[config.mk]
export PLATFORM = sky130hd
export DESIGN_NAME = alu_op_sequencer_flat
export DESIGN_NICKNAME = d
export VERILOG_FILES = /design/src/rtl/alu_op_sequencer_if.sv /design/src/rtl/alu_op_sequencer.sv /design/src/flat_wrapper.sv
export SDC_FILE = /design/constraint.sdc
export NUM_CORES = 1
export LEC_CHECK = 0
export CELL_PAD_IN_SITES_DETAIL_PLACEMENT = 2
export CELL_PAD_IN_SITES_GLOBAL_PLACEMENT = 2
export CORE_MARGIN = 2
export CORE_UTILIZATION = 35
export DETAILED_ROUTE_END_ITERATION = 8
export PLACE_DENSITY_LB_ADDON = 0.1
export RECOVER_POWER = 100
export SYNTH_ARGS = -nofsm -noshare
export SYNTH_HDL_FRONTEND = slang
export SYNTH_SLANG_ARGS = --single-unit
[constraint.sdc]
create_clock -name clk -period 7.3 [get_ports clk]
set_input_delay 1.46 -clock clk [delete_from_list [all_inputs] [get_ports clk]]
set_output_delay 1.46 -clock clk [all_outputs]
set_load 0.01 [all_outputs]
[src/rtl/alu_op_sequencer_if.sv]
// rtl/alu_op_sequencer_if.sv - request/result handshake bundle between decode, sequencer and result bus
interface alu_op_sequencer_if #(
    parameter int W = 20
);
    logic         in_valid;
    logic         in_ready;
    logic [3:0]   op;
    logic [W-1:0] a;
    logic [W-1:0] b;
    logic         c_in;
    logic         out_valid;
    logic         out_ready;
    logic [W-1:0] res;
    logic         zero;
    logic         carry;
    logic         err;

    modport master (
        output in_valid, op, a, b, c_in, out_ready,
        input  in_ready, out_valid, res, zero, carry, err
    );

    modport slave (
        input  in_valid, op, a, b, c_in, out_ready,
        output in_ready, out_valid, res, zero, carry, err
    );
endinterface

[src/rtl/alu_op_sequencer.sv]
// rtl/alu_op_sequencer.sv - ALU op sequencer: single-cycle ops plus iterated rotate/multiply
// Optional completed-op counter port perf_ops when ALU_SEQ_PERF_EN is defined.
module alu_op_sequencer #(
    parameter int W         = 20,
    parameter int MUL_ITERS = 20
) (
    input  logic clk,
    input  logic rst_n,
`ifdef ALU_SEQ_PERF_EN
    output logic [15:0] perf_ops,
`endif
    alu_op_sequencer_if.slave bus
);
    localparam int CW = $clog2(MUL_ITERS + 1);

    localparam logic [3:0] OP_ADD  = 4'd0;
    localparam logic [3:0] OP_SUB  = 4'd1;
    localparam logic [3:0] OP_OR   = 4'd2;
    localparam logic [3:0] OP_XOR  = 4'd3;
    localparam logic [3:0] OP_SHL  = 4'd4;
    localparam logic [3:0] OP_SHR  = 4'd5;
    localparam logic [3:0] OP_ROTL = 4'd6;
    localparam logic [3:0] OP_ROTR = 4'd7;
    localparam logic [3:0] OP_MUL  = 4'd8;
    localparam logic [3:0] OP_ADDC = 4'd9;

    typedef enum logic [1:0] {ST_IDLE, ST_ITER, ST_DONE} state_t;
    typedef enum logic [1:0] {IT_ROTL, IT_ROTR, IT_MUL} iter_t;

    state_t       state_q, state_d;
    iter_t        iter_q, iter_d;
    logic [W-1:0] res_q, res_d;
    logic [W-1:0] hi_q, hi_d;
    logic [W-1:0] opa_q, opa_d;
    logic [CW-1:0] cnt_q, cnt_d;
    logic         zero_q, zero_d;
    logic         carry_q, carry_d;
    logic         err_q, err_d;

    logic [W:0]   add_s;
    logic [W:0]   mstep;
    logic [4:0]   rot_amt;
    logic [4:0]   rot_k;

    // Amounts 20..31 wrap once; 31 - 20 already lands below W.
    assign rot_amt = bus.b[4:0];
    assign rot_k   = (rot_amt >= 5'(W)) ? rot_amt - 5'(W) : rot_amt;

    always_comb begin
        state_d = state_q;
        iter_d  = iter_q;
        res_d   = res_q;
        hi_d    = hi_q;
        opa_d   = opa_q;
        cnt_d   = cnt_q;
        zero_d  = zero_q;
        carry_d = carry_q;
        err_d   = err_q;
        add_s   = '0;
        mstep   = '0;

        case (state_q)
            ST_IDLE: begin
                if (bus.in_valid) begin
                    err_d   = 1'b0;
                    carry_d = 1'b0;
                    state_d = ST_DONE;
                    case (bus.op)
                        OP_ADD: begin
                            add_s   = {1'b0, bus.a} + {1'b0, bus.b};
                            res_d   = add_s[W-1:0];
                            carry_d = add_s[W];
                        end
                        OP_SUB: begin
                            res_d   = bus.a - bus.b;
                            carry_d = (bus.a >= bus.b);
                        end
                        OP_OR:  res_d = bus.a | bus.b;
                        OP_XOR: res_d = bus.a ^ bus.b;
                        OP_SHL: res_d = bus.a << bus.b[3:0];
                        OP_SHR: res_d = bus.a >> bus.b[3:0];
                        OP_ROTL, OP_ROTR: begin
                            res_d  = bus.a;
                            iter_d = (bus.op == OP_ROTL) ? IT_ROTL : IT_ROTR;
                            cnt_d  = CW'(rot_k);
                            if (rot_k != 5'd0) begin
                                state_d = ST_ITER;
                            end
                        end
                        OP_MUL: begin
                            // res_q doubles as the low product half, seeded with the multiplier.
                            opa_d   = bus.a;
                            res_d   = bus.b;
                            hi_d    = '0;
                            iter_d  = IT_MUL;
                            cnt_d   = CW'(MUL_ITERS);
                            state_d = ST_ITER;
                        end
                        OP_ADDC: begin
                            add_s   = {1'b0, bus.a} + {1'b0, bus.b} + {{W{1'b0}}, bus.c_in};
                            res_d   = add_s[W-1:0];
                            carry_d = add_s[W];
                        end
                        default: begin
                            res_d = '0;
                            err_d = 1'b1;
                        end
                    endcase
                end
            end
            ST_ITER: begin
                cnt_d = cnt_q - 1'b1;
                case (iter_q)
                    IT_ROTL: res_d = {res_q[W-2:0], res_q[W-1]};
                    IT_ROTR: res_d = {res_q[0], res_q[W-1:1]};
                    default: begin
                        mstep       = {1'b0, hi_q} + (res_q[0] ? {1'b0, opa_q} : {(W+1){1'b0}});
                        {hi_d, res_d} = {mstep, res_q[W-1:1]};
                    end
                endcase
                if (cnt_q == CW'(1)) begin
                    state_d = ST_DONE;
                    carry_d = (iter_q == IT_MUL) ? (|hi_d) : 1'b0;
                end
            end
            ST_DONE: begin
                if (bus.out_ready) begin
                    state_d = ST_IDLE;
                end
            end
            default: state_d = ST_IDLE;
        endcase

        // Flag recomputed only on entry to DONE so it tracks the final result.
        if (state_d == ST_DONE && state_q != ST_DONE) begin
            zero_d = (res_d == '0);
        end
    end

    always_ff @(posedge clk or negedge rst_n) begin
        if (!rst_n) begin
            state_q <= ST_IDLE;
            iter_q  <= IT_ROTL;
            res_q   <= '0;
            hi_q    <= '0;
            opa_q   <= '0;
            cnt_q   <= '0;
            zero_q  <= 1'b0;
            carry_q <= 1'b0;
            err_q   <= 1'b0;
        end else begin
            state_q <= state_d;
            iter_q  <= iter_d;
            res_q   <= res_d;
            hi_q    <= hi_d;
            opa_q   <= opa_d;
            cnt_q   <= cnt_d;
            zero_q  <= zero_d;
            carry_q <= carry_d;
            err_q   <= err_d;
        end
    end

    assign bus.in_ready  = (state_q == ST_IDLE);
    assign bus.out_valid = (state_q == ST_DONE);
    assign bus.res       = res_q;
    assign bus.zero      = zero_q;
    assign bus.carry     = carry_q;
    assign bus.err       = err_q;

`ifdef ALU_SEQ_PERF_EN
    logic [15:0] perf_q, perf_d;

    always_comb begin
        perf_d = perf_q;
        if (state_q == ST_DONE && bus.out_ready && perf_q != 16'hFFFF) begin
            perf_d = perf_q + 16'd1;
        end
    end

    always_ff @(posedge clk or negedge rst_n) begin
        if (!rst_n) begin
            perf_q <= 16'd0;
        end else begin
            perf_q <= perf_d;
        end
    end

    assign perf_ops = perf_q;
`endif
endmodule

[src/flat_wrapper.sv]
// flat-port wrapper written by rule: the top's interface ports become plain ports
module alu_op_sequencer_flat 
#(
    parameter int W         = 20,
    parameter int MUL_ITERS = 20
)
  (clk, rst_n, bus_in_valid, bus_op, bus_a, bus_b, bus_c_in, bus_out_ready, bus_in_ready, bus_out_valid, bus_res, bus_zero, bus_carry, bus_err);
  alu_op_sequencer_if #(.W(W)) bus_i ();
  input  logic clk;
  input  logic rst_n;
  input wire logic [$bits(bus_i.in_valid)-1:0] bus_in_valid;
  input wire logic [$bits(bus_i.op)-1:0] bus_op;
  input wire logic [$bits(bus_i.a)-1:0] bus_a;
  input wire logic [$bits(bus_i.b)-1:0] bus_b;
  input wire logic [$bits(bus_i.c_in)-1:0] bus_c_in;
  input wire logic [$bits(bus_i.out_ready)-1:0] bus_out_ready;
  output wire logic [$bits(bus_i.in_ready)-1:0] bus_in_ready;
  output wire logic [$bits(bus_i.out_valid)-1:0] bus_out_valid;
  output wire logic [$bits(bus_i.res)-1:0] bus_res;
  output wire logic [$bits(bus_i.zero)-1:0] bus_zero;
  output wire logic [$bits(bus_i.carry)-1:0] bus_carry;
  output wire logic [$bits(bus_i.err)-1:0] bus_err;
  assign bus_i.in_valid = bus_in_valid;
  assign bus_i.op = bus_op;
  assign bus_i.a = bus_a;
  assign bus_i.b = bus_b;
  assign bus_i.c_in = bus_c_in;
  assign bus_i.out_ready = bus_out_ready;
  assign bus_in_ready = bus_i.in_ready;
  assign bus_out_valid = bus_i.out_valid;
  assign bus_res = bus_i.res;
  assign bus_zero = bus_i.zero;
  assign bus_carry = bus_i.carry;
  assign bus_err = bus_i.err;
  alu_op_sequencer #(.W(W), .MUL_ITERS(MUL_ITERS)) u_core (.clk(clk), .rst_n(rst_n), .bus(bus_i));
endmodule
==> summary.md <==
| Metric | Value |
|---|---|
| Outcome | finished, violations left |
| Violated checks | capacitance limit, slew limit |
| Metal1 wirelength | around 23000 µm |
| Worst Path Arrival | 6.74 ns |
| Req. time, crit path | 7.32 ns |
| Top layer in use | met4 |
| Worst Path Max Fanout | 41 |
| DRT Wirelength | 52600 µm |
| Clk sinks | 72 |
| FMAX | 149 MHz |
| Core Area | 29700 µm² |
| Postcts setup bufs | 0 |
| Design area | 12100 µm² |
| Site Rows | between 60 and 70 |
| DRC viols | 0 |
| Final hold violations | 0 |
| Root Buffer | clkbuf_16 |
| Worst Skew | 0.00853 ns |
| First-pass GRT wire length | 79400 µm |
| Synth Flop Type | dfrtp_1 |
| Worst setup EP type | flip-flop |
| Final worst slack | between 0.5 and 0.6 ns |
| Die Y | 178 µm |
| Antenna violations before repair | 2 |
| Clk Latency, worst-skew pair | 0.35 ns |
| Maxcap violations | 3 |
| Final Wtd Congestion | around 1.0 |
| PostCTS Resize Cnt | 0 |
| Synthesized area per cell | 7.60 µm² |
| Via count | around 12k |
| Pre-CTS WS | 0.635 ns |
| Largest net degree at the start of global routing | 73 |
| Peak supply drop | 0.000105 V |
| Slowest stage delay, CP | ~2.2 ns |
| Worst path cell trace | dlygate4sd3_1 > clkbuf_1 > nor3_1 > nand2_1 > clkbuf_1 > nand2_1 > o21ai_0 |
| CTS tree | built |
| Syn_nets | 1534 |
| Worst-path clk slew | 0.06 ns |
| Layout cell share with drive strength beyond 1 | 0.0849 |
| Min cycle time layout | 6.72 ns |
| Sequential area share after synthesis | 0.170 |
| Grt ovf | 0 |
| Ys Warns | 0 |
| Fillers | roughly 3.5k |
| Die area | around 32000 µm² |
| Vias per cell | 6.49 |
| Die Span X | 178 µm |
| DR iter-0 viols | 1124 |
| RSZ-0062 raised after global routing | no |
| Pre-antenna DRT Iters | 6 |
| Crit path max-delay cell type | nor3_1 |
| Met3 Routed Length | 3540 µm |
| Hold Path Class | flip-flop to flip-flop |
| Hold_buf cts | 0 |
| Num CTS Buffers | 9 |
| WHS | 0.474 ns |
| Cell Area, Synth | 10600 µm² |
| Area Overhead vs Synth | 13.9% |
| Pleak | approximately 0.0052 µW |
| Fin crit share | 0.920 |
| Starting Density | 0.357 |
| Element type at the critical path start | input pin |
| DP Area | roughly 12000 µm² |
| Slew Limit Fails | 129 |
| Per-cell routed wire length | approximately 29 µm |
| Post-synth EDFFs | 0 |
| Class of the most critical setup path | input pin to flip-flop |
| Slew @ Worst Pin | 4.10 ns |
| H-tree depth | 3 |
| FF+latch count, synth | 72 |
| Max-slew headroom | -1.73 |
| Pwr dens | 224 nW/µm² |
| Async SR Flop Fraction | 1.00 |
| GR Util All Layers | 0.337 |
| Vias in the first global route | between 10k and 15k |
| Post-Synthesis Cells | ~1.4k |
| IO Port Bufs | 73 |
| Final core utilization | 0.406 |
| CTS Buffer Depth | 2 |
| Setup violators final | 0 |
| Nets | approximately 1.6k |
| Synth unique cells | 83 |
| Final setup TNS | 0 ns |
| Ports | 74 |
| DR WL met2 | approximately 24000 µm |
| Post-DP HPWL | 41200 µm |
| ANT nets after route | 0 |
layer usage:
layer,vias to the layer above,track usage
met5,-,0
met4,0,0.140
met2,485,0.539
met1,6042,0.454
li1,5240,-
met3,113,0.0471
final timing paths:
path	startpoint	end	slack, ns	cells after the start
setup / recovery	bus_op[1]	u_core.opa_q[6]$_DFFE_PN0P_	0.58	7
hold / removal	u_core.opa_q[4]$_DFFE_PN0P_	u_core.opa_q[4]$_DFFE_PN0P_	0.47	2
setup reg to reg	u_core.iter_q[1]$_DFFE_PN0P_	u_core.bus.zero$_DFFE_PN0P_	2.77	13
hold reg to reg	u_core.opa_q[4]$_DFFE_PN0P_	u_core.opa_q[4]$_DFFE_PN0P_	0.47	2
max in group asynchronous	rst_n	u_core.opa_q[18]$_DFFE_PN0P_	2.43	1
min in group asynchronous	rst_n	u_core.cnt_q[3]$_DFFE_PN0P_	2.54	1
sequential cells by signal, summed over array words and instances (netlist names):
signal / cells
u_core.bus.res: 20
u_core.bus.carry: 1
u_core.hi_q: 20
u_core.cnt_q: 5
u_core.iter_q: 2
u_core.state_q: 2
u_core.bus.err: 1
u_core.opa_q: 20
u_core.bus.zero: 1
power breakdown:
group	internal [µW]	total, µW	switching [µW]	leakage (µW)
sequential	549	728	180	0.000946
clock	237	424	187	0.000130
combinational	591	1550	957	0.00411
total	1380	2700	1320	0.00519
cells in the final DEF (no fill, tap or decap), drive strengths merged, types with 26 or more instances in the layout:
cell and n:
nand2 154, o21ai 129, buf 50, dlygate4sd3 29, mux2i 55, nand3 26, nor2 107, and2 29
a21oi 93, inv 74, ha 87, mux4 26, clkdlybuf4s50 39, dfrtp 72, xnor2 35, nor3 32
cell type report:
cell class / count / area [µm²] / share of cell area
Sequential cell: 72 / 1800 / 0.149
Clock buffer: 10 / 239 / 0.0198
Antenna cell: 3 / 7.51 / 0.000622
Timing Repair Buffer: 125 / 1070 / 0.0888
Tap cell: 390 / 488 / 0.0404
Clock inverter: 5 / 33.8 / 0.00280
Inverter: 75 / 282 / 0.0233
Multi-Input combinational cell: 1150 / 8150 / 0.675
critical path, delay by kind of cell:
family	cells	cell delay, ns
AO/OA/AOI/OAI	1	0.39
buffers and inverters	3	1.94
AND/OR/NAND/NOR	3	2.94
cells by family after synthesis:
logic type               after synthesis  synth area share
XOR/XNOR                              50            0.0413
adder cells (fa/ha/maj)               90             0.108
AO/OA/AOI/OAI                        447             0.279
AND/OR/NAND/NOR                      471             0.218
buffers and inverters                173            0.0634
flip-flops                            72             0.170
multiplexers                          92             0.120
synth_stat cells (8+ instances only):
library cell  number  area, µm²
a211oi_1          13       97.6
a21o_1            16        120
a21oi_1           93        465
a221o_1            8       80.1
a221oi_1          18        158
a22oi_1           10       75.1
a31oi_1           21        131
and2_1            29        181
and3_1            10       62.6
buf_1             14       52.6
buf_2             12       60.1
clkbuf_1          71        267
dfrtp_1           72       1800
ha_1              87       1090
inv_1             72        270
mux2_2            11        124
mux2i_1           55        551
mux4_2            23        518
nand2_1          154        578
nand2b_1          19        119
nand3_1           26        130
nand4_1           11       68.8
nor2_1           107        402
nor2b_1           19        119
nor3_1            32        160
nor4_1            11       68.8
o211ai_1          20        150
o21ai_0          129        646
o221ai_1          10       87.6
o22ai_1           10       62.6
o31ai_1           10       75.1
or2_2             10       62.6
xnor2_1           35        307
xor2_1            15        131
per-stage QoR:
stage                     total power (µW)  std cells
final                                 2700       1830
after global routing                  2890       1827
after CTS                             2710       1827
after detailed placement              2270       1812
after global placement                2220       1812
after floorplan                       1640       1395
(Power assumes the default switching activity.)
